[config.mk]
export PLATFORM = sky130hd
export DESIGN_NAME = audio_sample_processor
export DESIGN_NICKNAME = d
export VERILOG_FILES = /design/src/rtl/audio_sample_processor.sv
export SDC_FILE = /design/constraint.sdc
export NUM_CORES = 2
export LEC_CHECK = 0
export ABC_CLOCK_PERIOD_IN_PS = 14300
export CAP_MARGIN = 0
export CELL_PAD_IN_SITES_DETAIL_PLACEMENT = 1
export CELL_PAD_IN_SITES_GLOBAL_PLACEMENT = 2
export CORE_UTILIZATION = 36
export DETAILED_ROUTE_END_ITERATION = 8
export PLACE_DENSITY = 0.75
export SYNTH_ARGS = -nofsm -noshare
export SYNTH_HDL_FRONTEND = slang
export SYNTH_SLANG_ARGS = --single-unit
export TNS_END_PERCENT = 5
[constraint.sdc]
create_clock -name CLOCK2_50 -period 14.3 [get_ports CLOCK2_50]
set_clock_uncertainty 0.1 [all_clocks]
set_input_delay 2.86 -clock CLOCK2_50 [delete_from_list [all_inputs] [get_ports CLOCK2_50]]
set_output_delay 2.86 -clock CLOCK2_50 [all_outputs]
set_load 0.03 [all_outputs]
[src/rtl/audio_sample_processor.sv]
// audio_sample_processor: per-sample stage between the codec ADC and DAC FIFOs.
// Each sample pair passes through four states: capture, route + noise, gain, write.
// Every stage saturates its result.
// Ports:
//   CLOCK2_50, reset        clock; asynchronous active-high reset
//   enable                  allow new captures
//   mode                    00 pass, 01 swap, 10 mono, 11 mute
//   noise_en, noise_shift   add per-channel LFSR noise, attenuated by an arithmetic shift
//   gain                    unsigned Q4.4 gain (0x10 = unity)
//   clip_clr                clear the sticky clip_flag
//   read_ready/write_ready  ADC FIFO non-empty / DAC FIFO non-full
//   readdata_left/right     ADC samples
//   read/write              one-cycle FIFO pop/push pulses
//   writedata_left/right    processed samples, held until the next sample
//   clip_flag               sticky saturation indicator
//   sample_count            completed samples, wraps
//   busy                    high outside IDLE
module audio_sample_processor #(
  parameter int unsigned DATA_WIDTH = 24,
  parameter logic [31:0] SEED_L     = 32'h005A_EC3D,
  parameter logic [31:0] SEED_R     = 32'h00C3_197B,
  parameter logic [31:0] TAPS_L     = 32'h000E_0002,
  parameter logic [31:0] TAPS_R     = 32'h000D_0008
) (
  input  logic                  CLOCK2_50,
  input  logic                  reset,
  input  logic                  enable,
  input  logic [1:0]            mode,
  input  logic                  noise_en,
  input  logic [4:0]            noise_shift,
  input  logic [7:0]            gain,
  input  logic                  clip_clr,
  input  logic                  read_ready,
  input  logic                  write_ready,
  input  logic [DATA_WIDTH-1:0] readdata_left,
  input  logic [DATA_WIDTH-1:0] readdata_right,
  output logic                  read,
  output logic                  write,
  output logic [DATA_WIDTH-1:0] writedata_left,
  output logic [DATA_WIDTH-1:0] writedata_right,
  output logic                  clip_flag,
  output logic [15:0]           sample_count,
  output logic                  busy
);

  localparam int unsigned DW = DATA_WIDTH;
  localparam int unsigned SW = DATA_WIDTH + 1;
  localparam int unsigned PW = DATA_WIDTH + 9;

  localparam logic [DW-1:0] SEED_L_W = SEED_L[DW-1:0];
  localparam logic [DW-1:0] SEED_R_W = SEED_R[DW-1:0];
  localparam logic [DW-1:0] TAPS_L_W = TAPS_L[DW-1:0];
  localparam logic [DW-1:0] TAPS_R_W = TAPS_R[DW-1:0];

  localparam logic [4:0] SHIFT_MAX = 5'(DW - 1);

  localparam logic signed [DW-1:0] S_MAX = {1'b0, {(DW-1){1'b1}}};
  localparam logic signed [DW-1:0] S_MIN = {1'b1, {(DW-1){1'b0}}};

  localparam logic [1:0] MODE_PASS = 2'b00;
  localparam logic [1:0] MODE_SWAP = 2'b01;
  localparam logic [1:0] MODE_MONO = 2'b10;
  localparam logic [1:0] MODE_MUTE = 2'b11;

  typedef enum logic [1:0] {
    ST_IDLE,
    ST_ROUTE,
    ST_SCALE,
    ST_WRITE
  } state_t;

  state_t state;

  logic [DW-1:0]        lfsr_l, lfsr_r;
  logic signed [DW-1:0] in_l, in_r;
  logic signed [DW-1:0] noise_l_q, noise_r_q;
  logic signed [DW-1:0] mid_l, mid_r;
  logic [1:0]           mode_q;
  logic                 noise_en_q;
  logic [4:0]           shift_q;
  logic [7:0]           gain_q;

  logic signed [SW-1:0] mono_sum_c;
  logic signed [DW-1:0] mono_c;
  logic signed [DW-1:0] route_l_c, route_r_c;
  logic signed [DW-1:0] nz_l_c, nz_r_c;
  logic [DW:0]          mix_l_c, mix_r_c;
  logic signed [8:0]    gain_s_c;
  logic signed [PW-1:0] prod_l_c, prod_r_c;
  logic [DW:0]          scaled_l_c, scaled_r_c;
  logic                 clip_set_c;

  // Galois step; a zero state reloads the seed so the generator never locks up
  function automatic logic [DW-1:0] lfsr_step(input logic [DW-1:0] s,
                                               input logic [DW-1:0] seed,
                                               input logic [DW-1:0] taps);
    if (s == '0) return seed;
    return (s >> 1) ^ (s[0] ? taps : '0);
  endfunction

  // Narrow a DW+1 bit sum to DW bits; the result is {clipped, sample}
  function automatic logic [DW:0] sat_sum(input logic signed [SW-1:0] v);
    if (v[DW] != v[DW-1]) return {1'b1, (v[DW] ? S_MIN : S_MAX)};
    return {1'b0, v[DW-1:0]};
  endfunction

  // Narrow a shifted product to DW bits; the result is {clipped, sample}
  function automatic logic [DW:0] sat_prod(input logic signed [PW-1:0] v);
    if ((&v[PW-1:DW-1]) || !(|v[PW-1:DW-1])) return {1'b0, v[DW-1:0]};
    return {1'b1, (v[PW-1] ? S_MIN : S_MAX)};
  endfunction

  // Datapath: route + noise for the ROUTE state, gain for the SCALE state
  always_comb begin
    mono_sum_c = SW'(in_l) + SW'(in_r);
    mono_c     = DW'(mono_sum_c >>> 1);

    route_l_c = in_l;
    route_r_c = in_r;
    case (mode_q)
      MODE_PASS: begin
        route_l_c = in_l;
        route_r_c = in_r;
      end
      MODE_SWAP: begin
        route_l_c = in_r;
        route_r_c = in_l;
      end
      MODE_MONO: begin
        route_l_c = mono_c;
        route_r_c = mono_c;
      end
      MODE_MUTE: begin
        route_l_c = '0;
        route_r_c = '0;
      end
      default: ;
    endcase

    nz_l_c = '0;
    nz_r_c = '0;
    if (noise_en_q && (mode_q != MODE_MUTE)) begin
      nz_l_c = noise_l_q >>> shift_q;
      nz_r_c = noise_r_q >>> shift_q;
    end

    mix_l_c = sat_sum(SW'(route_l_c) + SW'(nz_l_c));
    mix_r_c = sat_sum(SW'(route_r_c) + SW'(nz_r_c));

    gain_s_c   = {1'b0, gain_q};
    prod_l_c   = PW'(mid_l) * PW'(gain_s_c);
    prod_r_c   = PW'(mid_r) * PW'(gain_s_c);
    scaled_l_c = sat_prod(prod_l_c >>> 4);
    scaled_r_c = sat_prod(prod_r_c >>> 4);

    clip_set_c = ((state == ST_ROUTE) && (mix_l_c[DW] || mix_r_c[DW])) ||
                 ((state == ST_SCALE) && (scaled_l_c[DW] || scaled_r_c[DW]));
  end

  // Sample FSM, LFSRs and all registered outputs
  always_ff @(posedge CLOCK2_50 or posedge reset) begin
    if (reset) begin
      state           <= ST_IDLE;
      lfsr_l          <= SEED_L_W;
      lfsr_r          <= SEED_R_W;
      in_l            <= '0;
      in_r            <= '0;
      noise_l_q       <= '0;
      noise_r_q       <= '0;
      mid_l           <= '0;
      mid_r           <= '0;
      mode_q          <= MODE_PASS;
      noise_en_q      <= 1'b0;
      shift_q         <= '0;
      gain_q          <= '0;
      read            <= 1'b0;
      write           <= 1'b0;
      writedata_left  <= '0;
      writedata_right <= '0;
      clip_flag       <= 1'b0;
      sample_count    <= '0;
      busy            <= 1'b0;
    end else begin
      read  <= 1'b0;
      write <= 1'b0;

      // A new clip in the same cycle as a clear keeps the flag set
      if (clip_set_c)    clip_flag <= 1'b1;
      else if (clip_clr) clip_flag <= 1'b0;

      case (state)
        ST_IDLE: begin
          if (enable && read_ready && write_ready) begin
            in_l       <= readdata_left;
            in_r       <= readdata_right;
            mode_q     <= mode;
            noise_en_q <= noise_en;
            shift_q    <= (noise_shift > SHIFT_MAX) ? SHIFT_MAX : noise_shift;
            gain_q     <= gain;
            // Noise for this sample is the pre-advance LFSR value
            noise_l_q  <= lfsr_l;
            noise_r_q  <= lfsr_r;
            lfsr_l     <= lfsr_step(lfsr_l, SEED_L_W, TAPS_L_W);
            lfsr_r     <= lfsr_step(lfsr_r, SEED_R_W, TAPS_R_W);
            read       <= 1'b1;
            busy       <= 1'b1;
            state      <= ST_ROUTE;
          end
        end
        ST_ROUTE: begin
          mid_l <= mix_l_c[DW-1:0];
          mid_r <= mix_r_c[DW-1:0];
          state <= ST_SCALE;
        end
        ST_SCALE: begin
          writedata_left  <= scaled_l_c[DW-1:0];
          writedata_right <= scaled_r_c[DW-1:0];
          write           <= 1'b1;
          state           <= ST_WRITE;
        end
        ST_WRITE: begin
          sample_count <= sample_count + 16'd1;
          busy         <= 1'b0;
          state        <= ST_IDLE;
        end
        default: state <= ST_IDLE;
      endcase
    end
  end

endmodule

==> results.md <==
- Outcome: completed
- Final setup violation count: 0
- Antenna violation net count after detailed routing: 0
- Area share of the largest cell type after synthesis: 0.199
- Longest individual stage delay on the worst path: 690 ps
- Post-detailed-placement half-perimeter wirelength: 70,800 µm
- Clk_lat worst skew: 600 ps
- Die height: 297 µm
- Core Box Area: 85,500 µm²
- Xor-xnor portion of the synthesized cell area: 0.0384
- Overall routed net length: 90,700 µm
- Wire length of the first global-routing pass: 148,000 µm
- Main synth FF type: sky130_fd_sc_hd__dfrtp_1
- CP Max Fanout: 25
- Unrepaired setup endpoints after global routing: no
- Final worst path period share: 0.557
- Initial antenna violation count: 0
- Last weighted congestion value of the routability-driven placer: 0.884
- Cell with the largest stage delay on the worst path: sky130_fd_sc_hd__a2111oi_0
- Number of maximum-capacitance constraint violations: 0
- Gate count of the mapped netlist: 3,706
- Count of input and output buffers: 137
- Hold Fails Final Rpt: 0
- GRT Overall Usage: 0.209
- Setup TNS Final: 0 ps
- Distinct cell type count of the synthesized netlist: 96
- Largest net degree at the start of global routing: 97
- Sequential area share after synthesis: 0.222
- Hold_buf cts: 0
- Critical path type: reg2reg
- Fraction of the mapped netlist area in compound gates: 0.151
- CTS tree: yes
- Dominant combinational cell family by area after synthesis: adder cells
- Share of final-layout standard cells stronger than drive strength 1: 0.0668
- Cell taking the most area after synthesis: sky130_fd_sc_hd__dfrtp_1
- Initial core utilization: 0.365
- Worst EP arrival: 8330 ps
- Post-CTS setup buffer count: 0
- Area contributors post-synth: sky130_fd_sc_hd__dfrtp_1 (20%), sky130_fd_sc_hd__fa_1 (19%), sky130_fd_sc_hd__nand2_1 (8.5%)
- Mux cell area share after synthesis: 0.0372
- Worst hold path type: reg2reg
- Clk slew on worst S/H paths: 60 ps
- Area growth syn-to-layout: 11.2%
- Syn_nets: 4,285
- Horiz. Die Dim: 297 µm
- IO Pins: 138
- Clk buf depth: 3
- Highest attainable clock frequency: 126 MHz
- Grt total ovfl: 0
- H-tree levels: 2
- Number of slew-limit violations in the final report: 0
- Number of DRC markers in iteration 0: 1,202
- Clock sink count: 276
- Capturing element type of the critical path: flip-flop
- Total iterations of the first detailed-routing run: 4
- Antenna Cells: 0
- Share of flip-flops with an asynchronous set or reset after synthesis: 1.00
- Summed instance area of the synthesized netlist: 31,200 µm²
- Most used cell, CP: sky130_fd_sc_hd__a21o_1
- Post-synthesis average cell area: 8.43 µm²
- Number of synthesized register bits: 276
- Count of instances resized after the clock tree is built: 0
- Post-synth EDFFs: 0
- Worst rel slew slack: 0.331
- Num rows: 107
- Inserted Clock Buffers: 37
- Via count of the first global-routing pass: 26,400
- Routed length per placed instance: 18.5 µm
- Startpoint type of the worst setup path: flip-flop
- Data required time of the critical path: 14,660 ps
- Remaining routing DRC violations: 0
- Yosys synthesis warning count: 0
- Die footprint: 88,000 µm²
- Simple-gate portion of the synthesized area: 0.194
- Final Critical Period: 7970 ps
- Clk Tree Root Cell: sky130_fd_sc_hd__clkbuf_16
- Nets: 4,297
- Vias per cell: 5.11
- DR vias: 25,000
- Worst slew pin tran: 1000 ps
- Arithmetic-cell share of the synthesized area counting full adders, half adders and majority gates: 0.277
[placed cells by master (no fill, tap or decap), types with 89 or more instances in the layout]
cell,n
sky130_fd_sc_hd__o21ai_0,140
sky130_fd_sc_hd__nand2_1,705
sky130_fd_sc_hd__ha_1,204
sky130_fd_sc_hd__nor2_1,200
sky130_fd_sc_hd__xnor2_1,89
sky130_fd_sc_hd__and2_1,203
sky130_fd_sc_hd__fa_1,303
sky130_fd_sc_hd__dfrtp_1,241
sky130_fd_sc_hd__clkdlybuf4s50_1,137
sky130_fd_sc_hd__inv_1,460
sky130_fd_sc_hd__a21oi_1,195
[worst paths after layout]
kind / from / endpoint / depth (start not counted) / slack, ps
setup reg to reg: in_r[0] / mid_l[15] / 25 / 6330
hold / removal: lfsr_r[22] / lfsr_r[22] / 2 / 370
setup / recovery: in_r[0] / mid_l[15] / 25 / 6330
hold reg to reg: lfsr_r[22] / lfsr_r[22] / 2 / 370
min in group asynchronous: reset / lfsr_l[12] / 2 / 2700
max in group asynchronous: reset / mode_q[0] / 4 / 9210
[stage by stage]
step	area (µm²)	std cells	setup WS [ps]	hold slack, ps	util
floorplan	31200	3706	3780	342	-
global placement	33500	4823	6580	354	0.391
detailed placement	33500	4823	6440	361	0.391
CTS	34700	4888	6350	369	0.406
global route	34700	4888	5770	382	0.406
finish	34700	4888	6330	366	0.406
[synthesized netlist by cell type (all sizes together) (12+ instances only)]
cell and instances:
o211ai 26, nor2b 42, mux2i 61, nand2 705, nor2 200, a211oi 51
a21oi 216, nand2b 16, mux4 15, and3 21, buf 29, o21a 29
dfrtp 249, o21ai 176, inv 463, mux2 18, a21o 65, fa 303
o21bai 13, clkbuf 160, nand4 12, ha 206, and2 205, a31oi 19
dfstp 27, xor2 46, a311o 22, nor4 16, nor3 26, nand3 43
xnor2 90
[sequential cells by signal, indices dropped and copies added (netlist names)]
name	cells
state	2
write	1
noise_en_q	1
mid_r	24
clip_flag	1
writedata_right	24
in_l	24
read	1
lfsr_r	24
mid_l	24
in_r	24
mode_q	2
gain_q	8
writedata_left	24
shift_q	5
sample_count	16
noise_r_q	24
lfsr_l	23
noise_l_q	23
busy	1
[worst max-delay path, delay by kind of cell (launching register included)]
kind	cells	cell delay [ps]
and+or+nand+nor	6	1030
xor gates and xnor gates	1	110
adders and majority gates	3	1360
DFF	1	410
AOI/OAI and AO/OA	15	4840
[routing by layer]
metal,global-route usage,vias to the layer above,wire length [µm]
met5,0,-,0
met4,0.0334,0,1140
met3,0.0206,64,2320
met2,0.343,231,41400
met1,0.303,12600,45800
li1,-,12100,-
[cells by family (layout without fill, tap and decap cells)]
| family | after synthesis | in the layout |
|---|---|---|
| compound gates | 707 | 707 |
| buf+inv | 654 | 692 |
| fa+ha+maj | 509 | 509 |
| mux | 94 | 94 |
| flops | 276 | 276 |
| xor+xnor | 136 | 136 |
| simple gates | 1330 | 1330 |
[area by class of cell]
cell class,count,area (µm²)
timing repair buffer,163,1570
multi-input combinational,2776,21800
fill,10100,50800
inverter,464,1750
clock inverter,19,253
clock buffer,46,1020
sequential,276,6950
tap,1144,1430
Power is left out: the tool's default activity adds up to more than one toggle a clock period on the data nets, which glitch-free logic cannot reach.
